==> src/rtl/kitt_pkg.sv <==
// Constants shared by the KITT scanner and the LED trail fader.
package kitt_pkg;
  localparam int N_LEDS      = 8;
  localparam int CLK_FREQ_HZ = 12_000_000;
  localparam int PWM_BITS    = 8;
endpackage

==> src/rtl/led_trail_fader_if.sv <==
// Scanner-pattern in / LED drive out bundle for the trail fader.
interface led_trail_fader_if;
  import kitt_pkg::*;

  logic              EN;
  logic [N_LEDS-1:0] LED_IN;
  logic [N_LEDS-1:0] LED_OUT;
  logic              DECAY_TICK;

  modport master (output EN, LED_IN, input LED_OUT, DECAY_TICK);
  modport slave  (input EN, LED_IN, output LED_OUT, DECAY_TICK);
endinterface

==> src/rtl/tick_gen.sv <==
// Enable-gated prescaler: counts 0..CYCLES-1 and flags the last count.
module tick_gen #(
  parameter int CYCLES = 4
) (
  input  logic CLK,
  input  logic RST,
  input  logic EN,
  output logic TICK
);
  localparam int W = (CYCLES > 1) ? $clog2(CYCLES) : 1;
  localparam logic [W-1:0] LAST = W'(CYCLES - 1);

  logic [W-1:0] count;

  // Masked during reset so no step can be reported while state is being cleared.
  assign TICK = EN && !RST && (count == LAST);

  always_ff @(posedge CLK) begin
    if (RST) begin
      count <= '0;
    end else if (EN) begin
      count <= (count == LAST) ? '0 : count + 1'b1;
    end
  end
endmodule

==> src/rtl/led_trail_fader.sv <==
// Per-LED brightness with halving decay and PWM output, producing a fading trail
// behind the one-hot scanner position.
module led_trail_fader #(
  parameter int CLK_FREQ     = kitt_pkg::CLK_FREQ_HZ,
  parameter int DECAY_MS     = 25,
  parameter int DECAY_CYCLES = (CLK_FREQ / 1000) * DECAY_MS,
  parameter int PWM_BITS     = kitt_pkg::PWM_BITS
) (
  input  logic CLK,
  input  logic RST,
  led_trail_fader_if.slave bus
);
  import kitt_pkg::*;

  logic [PWM_BITS-1:0]              pwm_cnt;
  logic [N_LEDS-1:0][PWM_BITS-1:0]  bri;
  logic [N_LEDS-1:0][PWM_BITS-1:0]  bri_nxt;
  logic [N_LEDS-1:0]                pwm_on;
  logic                             tick;

  tick_gen #(.CYCLES(DECAY_CYCLES)) u_tick_gen (
    .CLK  (CLK),
    .RST  (RST),
    .EN   (bus.EN),
    .TICK (tick)
  );

  assign bus.DECAY_TICK = tick;

  // Load beats decay when the scanner lands on an LED in a tick cycle.
  for (genvar i = 0; i < N_LEDS; i++) begin : g_led
    assign bri_nxt[i] = (bus.EN && bus.LED_IN[i]) ? {PWM_BITS{1'b1}}
                      : tick                      ? (bri[i] >> 1)
                      :                             bri[i];
    assign pwm_on[i]  = (pwm_cnt < bri[i]);
  end

  always_ff @(posedge CLK) begin
    if (RST) begin
      pwm_cnt     <= '0;
      bri         <= '0;
      bus.LED_OUT <= '0;
    end else begin
      bri         <= bri_nxt;
      bus.LED_OUT <= bus.EN ? pwm_on : '0;
      if (bus.EN) begin
        pwm_cnt <= pwm_cnt + 1'b1;
      end
    end
  end
endmodule

==> src/flat_wrapper.sv <==
// flat-port wrapper written by rule: the top's interface ports become plain ports
module led_trail_fader_flat import kitt_pkg::*;
#(
  parameter int CLK_FREQ     = kitt_pkg::CLK_FREQ_HZ,
  parameter int DECAY_MS     = 25,
  parameter int DECAY_CYCLES = (CLK_FREQ / 1000) * DECAY_MS,
  parameter int PWM_BITS     = kitt_pkg::PWM_BITS
)
  (CLK, RST, bus_EN, bus_LED_IN, bus_LED_OUT, bus_DECAY_TICK);
  led_trail_fader_if bus_i ();
  input  logic CLK;
  input  logic RST;
  input wire logic [$bits(bus_i.EN)-1:0] bus_EN;
  input wire logic [$bits(bus_i.LED_IN)-1:0] bus_LED_IN;
  output wire logic [$bits(bus_i.LED_OUT)-1:0] bus_LED_OUT;
  output wire logic [$bits(bus_i.DECAY_TICK)-1:0] bus_DECAY_TICK;
  assign bus_i.EN = bus_EN;
  assign bus_i.LED_IN = bus_LED_IN;
  assign bus_LED_OUT = bus_i.LED_OUT;
  assign bus_DECAY_TICK = bus_i.DECAY_TICK;
  led_trail_fader #(.CLK_FREQ(CLK_FREQ), .DECAY_MS(DECAY_MS), .DECAY_CYCLES(DECAY_CYCLES), .PWM_BITS(PWM_BITS)) u_core (.CLK(CLK), .RST(RST), .bus(bus_i));
endmodule
==> config.mk <==
export PLATFORM = sky130hd
export DESIGN_NAME = led_trail_fader_flat
export DESIGN_NICKNAME = d
export VERILOG_FILES = /design/src/rtl/kitt_pkg.sv /design/src/rtl/led_trail_fader_if.sv /design/src/rtl/tick_gen.sv /design/src/rtl/led_trail_fader.sv /design/src/flat_wrapper.sv
export SDC_FILE = /design/constraint.sdc
export NUM_CORES = 1
export LEC_CHECK = 0
export CELL_PAD_IN_SITES_DETAIL_PLACEMENT = 0
export CELL_PAD_IN_SITES_GLOBAL_PLACEMENT = 1
export CORE_MARGIN = 5
export CORE_UTILIZATION = 47
export DETAILED_ROUTE_END_ITERATION = 10
export GPL_TIMING_DRIVEN = 0
export PLACE_DENSITY = 0.89
export SYNTH_ARGS = -nofsm -noshare
export SYNTH_HDL_FRONTEND = slang
export SYNTH_SLANG_ARGS = --single-unit
export TNS_END_PERCENT = 30
==> constraint.sdc <==
create_clock -name CLK -period 2.51 [get_ports CLK]
set_input_delay 0.3765 -clock CLK [delete_from_list [all_inputs] [get_ports CLK]]
set_output_delay 0.3765 -clock CLK [all_outputs]
set_load 0.05 [all_outputs]
==> metrics.yaml, run 1 <==
cts_max_level: 3
tritoncts_clock_tree: "yes"
worst_ep_arrival_time_ns: 1.99
power.leakage_nw: 2.32
die-height_um: 116
ys_types: 40
max_cap_check_violation_count: 0
grt_first_pass_wirelength_um: 22700
critical_path.n_buffers_inverters: 1
yosysWarnings: 0
cp_cell_sequence: "ha_1 > nand3_4 > nor4_2 > nand2_1 > nor2_1 > buf_2"
rsz0062_at_grt: "no"
internal_power_mw: 2.63
layout.filler_cells: 1002
cp_peak_stage_delay_ns: 0.37
via_per_instance_ratio: 6.00
startpoint_type: "register"
cp_data_required_time_ns: 2.13
grtUsageTotal_pct: 21.4
sequential_power_share_pct: 49.0
post-route-period-util_pct: 94.1
clock_power_share_pct: 39.6
timing.hold.worst.class: "register to register"
detailedPlacementHpwl_um: 9350
antenna_found_initial: 0
ant_nets: 0
tightest_slew_ns: 0.945
fin_hold_ws_ns: 0.485
cell_count_after_synthesis: 619
critical_path.top_delay_family: "simple AND/OR/NAND/NOR gates"
final_layout_size_suffix_gt1_share_pct: 6.88
critical_path.endpoint_type: "output pin"
timing_max_transition_violations_final: 0
headroom_to_the_max_slew_limit_pct: 36.5
firstDrtPassIters: 7
gpl.final_weighted_congestion: 0.816
synth_seq_area_share_pct: 37.2
max-vdd-ir-drop_mv: 0.456
globalRoute.totalOverflow: 0
power.total_mw: 3.52
pwr-share-comb_pct: 11.4
layout_commonest_cell: "dfxtp_1"
switchingPower_uw: 894
nets: 718
finalCoreUtilization_pct: 54.5
layout-area-overhead-vs-synth_pct: 12.6
pre_cts_ws_ns: -0.575
detailedRoute.firstIterationViolations: 444
clk_latency_ns: 0.35
yosys_most_used_dff: "dfxtp_1"
switching_share_pct: 25.4
synth_fp_nets: 688
routed-via-count: 4761
final.min_clock_period_ns: 2.36
tritoncts.num_buffers: 9
setup.worst_path.class: "register to output pin"
synthArstFlopShare_pct: 0
setup_viol: 0
insertedDiodeCount: 0
detail_route.wirelength_um: 13800
fp-row-count: 38
clk_pin_slew_ns: 0.07
final.setup.worst_slack_ns: 0.148
ios: 20
yosys_register_bits: 99
grt_start_max_net_pins: 15
drc: 0
worst_path_max_delay_cell: "dfxtp_1"
initial_utilization_pct: 48.5
achievable_freq_mhz: 423
powerDensity_mw_per_mm2: 588
place_inst: 777
crit_path_max_fanout: 9
syn-mean-instance-area_um2: 8.60
design.die.area_mm2: 0.0136
chipWidth_um: 116
core_mm2: 0.0110
cts_hold_repair.buffers: 0
port-buffer-count: 18
synth_edf_count: 0
skew_ns: 0.00646
wire_per_inst_um: 17.4
hold_viol: 0
max_clock_buf_depth: 2
syn_area_mm2: 0.00532
clock_sink_count: 99
number_of_global_route_vias_before_repair: 4582
ctsRootBufferMaster: "clkbuf_16"
run_status: "complete, no violations"
final_cell_mix: "99 x dfxtp_1, 71 x a31oi_1, 65 x nand3_1"
layout.cells.non_filler: 794
## cell usage after synthesis (2+ instances only)
cell	number	area (um2)
inv_1	61	229
nor2_1	28	105
mux2i_1	3	30.0
xnor2_1	12	105
nand2b_1	9	56.3
o21ai_2	2	17.5
nor4_1	11	68.8
o21ai_1	28	140
nand4_1	8	50.1
nor3_1	5	25.0
dfxtp_1	99	1980
a211o_1	8	70.1
buf_1	4	15.0
xor2_1	7	61.3
nand3_1	65	325
and3_1	2	12.5
o22ai_1	8	50.1
buf_6	10	113
nand2_1	17	63.8
a31oi_1	71	444
o21ai_0	34	170
a21oi_1	13	65.1
or3_1	2	12.5
a21o_1	16	120
clkbuf_1	18	67.6
buf_2	5	25.0
a211oi_1	3	22.5
ha_1	58	726
## state kept, by name, summed over array words and instances (netlist names)
register	count
u_core.bri	64
u_core.u_tick_gen.count	19
u_core.bus.LED_OUT	8
u_core.pwm_cnt	8
## worst min-delay path: cells and delay by family, from the launching register on
kind,cells,cell delay (ns)
AO/OA/AOI/OAI,1,0.07
flip-flops,1,0.31
AND/OR/NAND/NOR,1,0.06
## cells by family after synthesis
| group | Yosys count | synth area share [%] |
|---|---|---|
| buf+inv | 99 | 8.58 |
| xor+xnor | 19 | 3.13 |
| compound gates | 185 | 21.0 |
| fa+ha+maj | 58 | 13.6 |
| mux | 4 | 0.776 |
| simple gates | 155 | 15.6 |
| flops | 99 | 37.2 |
## per-layer routing
metal / wire, um / part of all wire, % / global-route usage [%] / vias up
li1: - / - / - / 2309
met1: 6290 / 45 / 28.1 / 2297
met2: 6490 / 47 / 35.2 / 131
met3: 724 / 5.2 / 3.21 / 24
met4: 326 / 2.4 / 8.58 / 0
met5: 0 / 0 / 0 / -
## per-stage QoR
| step | TNS [ns] | area [um2] |
|---|---|---|
| 3_5_place_dp | -14.71 | 5680 |
| 5_1_grt | 0 | 5990 |
| 4_1_cts | 0 | 5990 |
| 3_3_place_gp | -12.41 | 5680 |
| 6_report | 0 | 5990 |
| 2_1_floorplan | 0 | 5320 |
## path summary, 6_finish.rpt
path	startpoint	to	slack, ns	cells after the start
setup / recovery	u_core.u_tick_gen.count[0]$_SDFFE_PP0P_	bus_DECAY_TICK	0.15	6
hold / removal	u_core.bri[47]$_SDFFE_PP0P_	u_core.bri[46]$_SDFFE_PP0P_	0.49	2
setup reg to reg	u_core.u_tick_gen.count[0]$_SDFFE_PP0P_	u_core.bri[7]$_SDFFE_PP0P_	0.17	6
hold reg to reg	u_core.bri[47]$_SDFFE_PP0P_	u_core.bri[46]$_SDFFE_PP0P_	0.49	2
## repair_timing
action	CTS	global route
buffers inserted	1	0
pin swaps	0	0
resized for setup	9	2
setup endpoints to repair	1	14
## power groups by stage
stage / combinational, mW / clock (mW) / sequential, mW
global route: 0.451 / 1.49 / 1.74
detailed placement: 0.400 / 0 / 1.76
CTS: 0.403 / 1.42 / 1.72
global placement: 0.380 / 0 / 1.76
finish: 0.402 / 1.39 / 1.73
floorplan: 0.250 / 0 / 1.78
## cell type report
type | count | area (um2) | area share [%]
tap | 140 | 175 | 2.92
clock inverter | 2 | 35.0 | 0.585
sequential | 99 | 1980 | 33.1
inverter | 61 | 229 | 3.82
clock buffer | 14 | 254 | 4.24
timing repair buffer | 19 | 185 | 3.09
buffer | 38 | 233 | 3.89
multi-input combinational | 421 | 2900 | 48.4
Note: power is estimated with default switching activity, not from simulation.
==> run 2: changes to the inputs <==
--- a/config.mk
+++ b/config.mk
@@ -12,6 +12,7 @@
 export DETAILED_ROUTE_END_ITERATION = 10
 export GPL_TIMING_DRIVEN = 0
 export PLACE_DENSITY = 0.89
+export REMOVE_ABC_BUFFERS = 1
 export SYNTH_ARGS = -nofsm -noshare
 export SYNTH_HDL_FRONTEND = slang
 export SYNTH_SLANG_ARGS = --single-unit
==> run 2 against run 1 <==
Effect of this change: worst setup slack improved by 0.051 ns; die area unchanged; final cell count shrank 3.1%; sequential power barely moved; first-iteration DRC count decreased by 31%; final area fell by 1.0%; utilization decreased by 0.56 points; routed wire length fell by 7.8%; largest cell class unchanged.
==> metrics.yaml, run 2 (same netlist as run 1, synthesis figures left out) <==
run_status: "complete, no violations"
headroom_to_the_max_slew_limit_pct: 42.4  # +5.9 points
detailedPlacementHpwl_um: 8140  # -13%
clock_sink_count: 99  # unchanged
layout.filler_cells: 1005  # +0.30%
core_mm2: 0.0110  # unchanged
min_from: "u_core.bri[47]$_SDFFE_PP0P_"
number_of_global_route_vias_before_repair: 4537  # -0.98%
largest_register_ffs: 64  # unchanged
tritoncts.num_buffers: 9  # unchanged
wire_per_inst_um: 16.6  # -4.8%
ctsRootBufferMaster: "clkbuf_16"
gpl.final_weighted_congestion: 0.783  # -4.1%
achievable_freq_mhz: 433  # +2.2%
final.min_clock_period_ns: 2.31  # -0.0511 ns
grt_first_pass_wirelength_um: 21500  # -5.4%
tightest_slew_ns: 0.864  # -0.0807 ns
setup.worst_path.class: "register to output pin"
top_register: "u_core.bri"
final_cell_mix: "99 x dfxtp_1, 71 x a31oi_1, 65 x nand3_1"
tns_ns: 0  # unchanged
cp_data_required_time_ns: 2.13  # about the same
startpoint_type: "register"
power.leakage_nw: 2.27  # -2.4%
via_per_instance_ratio: 6.00  # +0.11%
tritoncts_clock_tree: "yes"
largestRegisters: "u_core.bri x64, u_core.u_tick_gen.count x19"
design.die.area_mm2: 0.0136  # unchanged
grtUsageTotal_pct: 19.6  # -1.7 points
groute.layer.met2.usage_pct: 34.3  # -0.88 points
firstDrtPassIters: 5  # -2
crit_path_max_fanout: 9  # unchanged
cp_peak_stage_delay_ns: 0.37  # about the same
rsz0062_at_grt: "no"
detail_route.wirelength_um: 12700  # -7.8%
r2r_start: "u_core.u_tick_gen.count[13]$_SDFFE_PP0P_"
pre_cts_ws_ns: -1.60  # -1.02 ns
setup_viol: 0  # unchanged
layout_commonest_cell: "dfxtp_1"
worst_ep_arrival_time_ns: 1.93  # -0.06 ns
timing.hold.worst.class: "register to register"
startpoint: "u_core.u_tick_gen.count[0]$_SDFFE_PP0P_"
cp_cell_sequence: "ha_1 > nand3_4 > nor4_2 > nand2_1 > nor2_1 > clkbuf_4"
max_cap_check_violation_count: 0  # unchanged
drc: 0  # unchanged
die-height_um: 116  # unchanged
skew_ns: 0.00683  # +0.000367 ns
critical_path.top_delay_family: "simple AND/OR/NAND/NOR gates"
post-route-period-util_pct: 92.0  # -2.0 points
globalRoute.busiestLayer: "met2"
grt_start_max_net_pins: 58  # +43
hold_viol: 0  # unchanged
chipWidth_um: 116  # unchanged
critical_path.n_buffers_inverters: 1  # unchanged
max_clock_buf_depth: 2  # unchanged
detailedRoute.firstIterationViolations: 305  # -31%
timing_max_transition_violations_final: 0  # unchanged
nets: 693  # -3.5%
layout-area-overhead-vs-synth_pct: 11.4
critical_path.endpoint_type: "output pin"
globalRoute.totalOverflow: 0  # unchanged
max-vdd-ir-drop_mv: 0.315  # -31%
ios: 20  # unchanged
routed-via-count: 4616  # -3.0%
clk_pin_slew_ns: 0.07  # about the same
ant_nets: 0  # unchanged
initial_utilization_pct: 48.5  # unchanged
cts_hold_repair.buffers: 0  # unchanged
cts_max_level: 3  # unchanged
insertedDiodeCount: 0  # unchanged
final_layout_size_suffix_gt1_share_pct: 7.47  # +0.59 points
worst_path_max_delay_cell: "dfxtp_1"
final.setup.worst_slack_ns: 0.200  # +0.0511 ns
groute.layer.met1.usage_pct: 24.7  # -3.4 points
finalCoreUtilization_pct: 54.0  # -0.56 points
grt.met3_usage_pct: 4.15  # +0.93 points
fp-row-count: 38  # unchanged
antenna_found_initial: 0  # unchanged
clk_latency_ns: 0.35  # about the same
powerDensity_mw_per_mm2: 595  # +1.1%
port-buffer-count: 19  # +1
[run 2: cell count changes in the layout (fill, tap and decap cells not counted), moves of 2 or more]
cell,previous run,this run
buf_1,3,0
buf_12,0,2
buf_2,6,1
buf_4,2,9
buf_6,10,0
buf_8,0,3
clkbuf_1,21,0
clkinvlp_4,0,4
[run 2: path summary, 6_finish.rpt]
check | to | slack (ns) | depth (start not counted)
worst min register to register | u_core.bri[47]$_SDFFE_PP0P_ | 0.48 | 2
worst min-delay path | u_core.bri[47]$_SDFFE_PP0P_ | 0.48 | 2
worst max-delay path | bus_DECAY_TICK | 0.20 | 6
worst max register to register | u_core.bri[15]$_SDFFE_PP0P_ | 0.21 | 6
[run 2: per-layer routing]
metal | wire [um] | part of all wire, %
met5 | 0 | 0
met4 | 146 | 1.1
met3 | 493 | 3.9
met2 | 6280 | 49
met1 | 5820 | 46
[run 2: what timing repair did]
item | CTS | global route
pin swaps | 1 | 1
gates resized for setup | 12 | 3
setup endpoints to repair | 87 | 2
gates cloned | 0 | 0
setup buffers | 1 | 2
[run 2: final cells by class]
| type | count | area (um2) | area share (%) |
|---|---|---|---|
| clock buffer | 10 | 239 | 4.03 |
| clock inverter | 6 | 65.1 | 1.10 |
| inverter | 61 | 229 | 3.86 |
| multi-input combinational | 421 | 2910 | 49.1 |
| sequential | 99 | 1980 | 33.4 |
| tap | 140 | 175 | 2.95 |
| timing repair buffer | 32 | 325 | 5.49 |
[run 2: metrics by stage]
| stage | instance area [um2] | total power, mW | hold WS [ns] | instances |
|---|---|---|---|---|
| global placement | 5460 | 2.12 | 0.470 | 740 |
| detailed placement | 5580 | 2.14 | 0.474 | 750 |
| global route | 5930 | 3.67 | 0.516 | 769 |
| floorplan | 5090 | 2.00 | 0.446 | 581 |
| CTS | 5900 | 3.55 | 0.484 | 767 |
| finish | 5930 | 3.53 | 0.482 | 769 |
[run 2: report_power, final]
part / internal, mW / switching [mW] / leakage (nW) / total (mW)
registers: 1.66 / 0.0684 / 0.815 / 1.73
clock network: 0.798 / 0.620 / 0.137 / 1.42
logic: 0.162 / 0.216 / 1.31 / 0.379
total: 2.62 / 0.904 / 2.27 / 3.53
[run 2: tightest hold or removal path, stage by stage, from the launching register on]
cell	delay, ns
dfxtp_1	0.31
inv_1	0.07
o22ai_1	0.06
==> run 3: changes to the inputs <==
--- a/config.mk
+++ b/config.mk
@@ -5,13 +5,14 @@
 export SDC_FILE = /design/constraint.sdc
 export NUM_CORES = 1
 export LEC_CHECK = 0
+export CAP_MARGIN = 5
 export CELL_PAD_IN_SITES_DETAIL_PLACEMENT = 0
 export CELL_PAD_IN_SITES_GLOBAL_PLACEMENT = 1
 export CORE_MARGIN = 5
-export CORE_UTILIZATION = 47
+export CORE_UTILIZATION = 42
 export DETAILED_ROUTE_END_ITERATION = 10
 export GPL_TIMING_DRIVEN = 0
-export PLACE_DENSITY = 0.89
+export PLACE_DENSITY = 0.84
 export REMOVE_ABC_BUFFERS = 1
 export SYNTH_ARGS = -nofsm -noshare
 export SYNTH_HDL_FRONTEND = slang
==> constraint.sdc (replaced) <==
create_clock -name CLK -period 2.1 [get_ports CLK]
set_input_delay 0.315 -clock CLK [delete_from_list [all_inputs] [get_ports CLK]]
set_output_delay 0.315 -clock CLK [all_outputs]
set_load 0.05 [all_outputs]
==> run 3 against run 2 <==
Effect of this change: power grew 24%; sequential power grew 20%; critical path depth shrank 2; worst setup slack lost 0.13 ns; non-clock buffer count grew 6; first-iteration DRC count is the same; critical endpoint is now u_core.bri[58]$_SDFFE_PP0P_; largest power group unchanged.
==> metrics.yaml, run 3 (same netlist as run 1, synthesis figures left out) <==
die-height_um: 123  # +5.3%
detailedPlacementHpwl_um: 8070  # -0.83%
switching_share_pct: 24.7  # -0.99 points
tritoncts_clock_tree: "yes"
area_taken_by_multi_input_logic_gates_mm2: 0.00295  # +1.4%
min_delay_path_depth: 2  # unchanged
switchingPower_mw: 1.08  # +19%
cts_max_level: 3  # unchanged
layout.filler_cells: 1216  # +21%
ios: 20  # unchanged
top_register: "u_core.bri"
run_status: "complete, no violations"
crit_path_max_fanout: 29  # +20
grtUsageTotal_pct: 17.8  # -1.8 points
ctsRootBufferMaster: "clkbuf_16"
routed-via-count: 4682  # +1.4%
cp_cell_sequence: "or3_4 > or4_4 > o21ai_0 > a31oi_1"
ff_latch_area_mm2: 0.00199  # +0.32%
detail_route.wirelength_um: 13000  # +1.9%
skew_ns: 0.00970  # +0.00288 ns
cts_hold_repair.buffers: 0  # unchanged
setup_viol: 0  # unchanged
sequential_power_share_pct: 47.3  # -1.7 points
startpoint_type: "register"
cp_data_required_time_ns: 2.30  # +0.17 ns
headroom_to_the_max_slew_limit_pct: 55.1  # +13 points
fin_hold_ws_ns: 0.493  # +0.0107 ns
nets: 700  # +1.0%
core_mm2: 0.0125  # +14%
grt_start_max_net_pins: 58  # unchanged
wire_per_inst_um: 16.1  # -3.0%
worstRegToRegCells: 4  # -2
design.die.area_mm2: 0.0150  # +11%
firstDrtPassIters: 6  # +1
post-route-period-util_pct: 96.9
rsz0062_at_grt: "yes"
final_layout_size_suffix_gt1_share_pct: 9.59  # +2.1 points
internal_power_mw: 3.30  # +26%
power.leakage_nw: 2.32  # +2.4%
initial_utilization_pct: 42.5  # -5.9 points
number_of_global_route_vias_before_repair: 4619  # +1.8%
layout-area-overhead-vs-synth_pct: 14.3
chipWidth_um: 123  # +5.3%
antenna_found_initial: 0  # unchanged
largestRegisters: "u_core.bri x64, u_core.u_tick_gen.count x19"
gpl.final_weighted_congestion: 0.759  # -3.1%
layout_commonest_cell: "dfxtp_1"
critical_path.endpoint_type: "register"
hold_viol: 0  # unchanged
final_cell_mix: "94 x dfxtp_1, 71 x a31oi_1, 65 x nand3_1"
drc: 0  # unchanged
clk_latency_ns: 0.35  # about the same
largest_register_ffs: 64  # unchanged
fp-row-count: 41  # +7.9%
place_area_mm2: 0.00562  # +0.65%
tritoncts.num_buffers: 9  # unchanged
final.min_clock_period_ns: 2.03
clk_pin_slew_ns: 0.07  # about the same
pre_cts_ws_ns: -1.66  # -0.0655 ns
port-buffer-count: 19  # unchanged
clock_sink_count: 99  # unchanged
tightest_slew_ns: 0.673  # -0.191 ns
powerDensity_mw_per_mm2: 719  # +21%
power.total_mw: 4.38  # +24%
clock_power_share_pct: 42.4  # +2.2 points
worst_ep_arrival_time_ns: 2.24  # +0.31 ns
timing.hold.worst.class: "register to register"
worst_path_max_delay_cell: "or4_4"
setup.worst_path.class: "register to register"
globalRoute.totalOverflow: 0  # unchanged
achievable_freq_mhz: 491
detailedRoute.firstIterationViolations: 305  # unchanged
max_clock_buf_depth: 2  # unchanged
max-vdd-ir-drop_mv: 0.372  # +18%
grt_first_pass_wirelength_um: 21500  # +0.32%
timing_max_transition_violations_final: 0  # unchanged
final_cell_area_mm2: 0.00608  # +2.6%
via_per_instance_ratio: 5.79  # -3.5%
max_cap_check_violation_count: 0  # unchanged
cp_peak_stage_delay_ns: 0.74  # +0.37 ns
insertedDiodeCount: 0  # unchanged
pwr-share-comb_pct: 10.3  # -0.4 points
ant_nets: 0  # unchanged
final.setup.worst_slack_ns: 0.0652  # -0.134 ns
==> run 3: cell count changes in the layout (fill, tap and decap cells not counted), moves of 2 or more <==
| cell | before | now |
|---|---|---|
| dfxtp_2 | 0 | 5 |
| buf_4 | 9 | 14 |
| buf_8 | 3 | 0 |
| clkinvlp_4 | 4 | 0 |
| dfxtp_1 | 99 | 94 |
| inv_6 | 0 | 2 |
| o21ai_1 | 28 | 33 |
| o21ai_0 | 34 | 29 |
| buf_6 | 0 | 4 |
==> run 3: final timing paths <==
kind,startpoint,end,slack [ns]
setup / recovery,u_core.u_tick_gen.count[14]$_SDFFE_PP0P_,u_core.bri[58]$_SDFFE_PP0P_,0.07
hold / removal,u_core.bri[47]$_SDFFE_PP0P_,u_core.bri[47]$_SDFFE_PP0P_,0.49
setup reg to reg,u_core.u_tick_gen.count[14]$_SDFFE_PP0P_,u_core.bri[58]$_SDFFE_PP0P_,0.07
hold reg to reg,u_core.bri[47]$_SDFFE_PP0P_,u_core.bri[47]$_SDFFE_PP0P_,0.49
==> run 3: per-layer routing <==
metal | vias to the layer above | track usage (%) | part of all wire (%)
met1 | 2245 | 21.4 | 44
met5 | - | 0 | 0
li1 | 2269 | - | -
met2 | 147 | 31.2 | 48
met3 | 21 | 3.96 | 6.0
met4 | 0 | 6.44 | 2.0
==> run 3: area by class of cell <==
| class | instances | area share (%) |
|---|---|---|
| Multi-Input combinational cell | 422 | 48.6 |
| Sequential cell | 99 | 32.7 |
| Timing Repair Buffer | 38 | 5.96 |
| Clock buffer | 11 | 4.15 |
| Inverter | 61 | 3.76 |
| Tap cell | 172 | 3.54 |
| Clock inverter | 5 | 1.36 |
==> run 3: repair_timing <==
item                       in CTS  in global routing
setup buffers                   1                  7
setup endpoints to repair      92                 58
gates cloned                    0                  1
resized for setup              21                 11
pin swaps                       2                  6
==> run 3: metrics by stage <==
step	setup TNS, ns	cells	utilization (%)
finish	0	808	48.6
global route	-0.218	808	48.6
CTS	-0.183	800	47.9
detailed placement	-113.43	783	44.9
global placement	-452.84	772	43.9
floorplan	-229.46	581	-
==> run 3: critical path: cells and delay by family, from the launching register on <==
family / cells / cell delay (ns)
AND/OR/NAND/NOR: 2 / 1.18
flip-flops: 1 / 0.34
AO/OA/AOI/OAI: 2 / 0.36
==> run 3: power by group through the flow <==
stage / Sequential [mW] / Clock [mW] / Combinational (mW)
2_1_floorplan: 2.13 / 0 / 0.267
3_3_place_gp: 2.10 / 0 / 0.432
3_5_place_dp: 2.11 / 0 / 0.453
4_1_cts: 2.07 / 1.89 / 0.457
5_1_grt: 2.08 / 1.99 / 0.518
6_report: 2.07 / 1.86 / 0.453
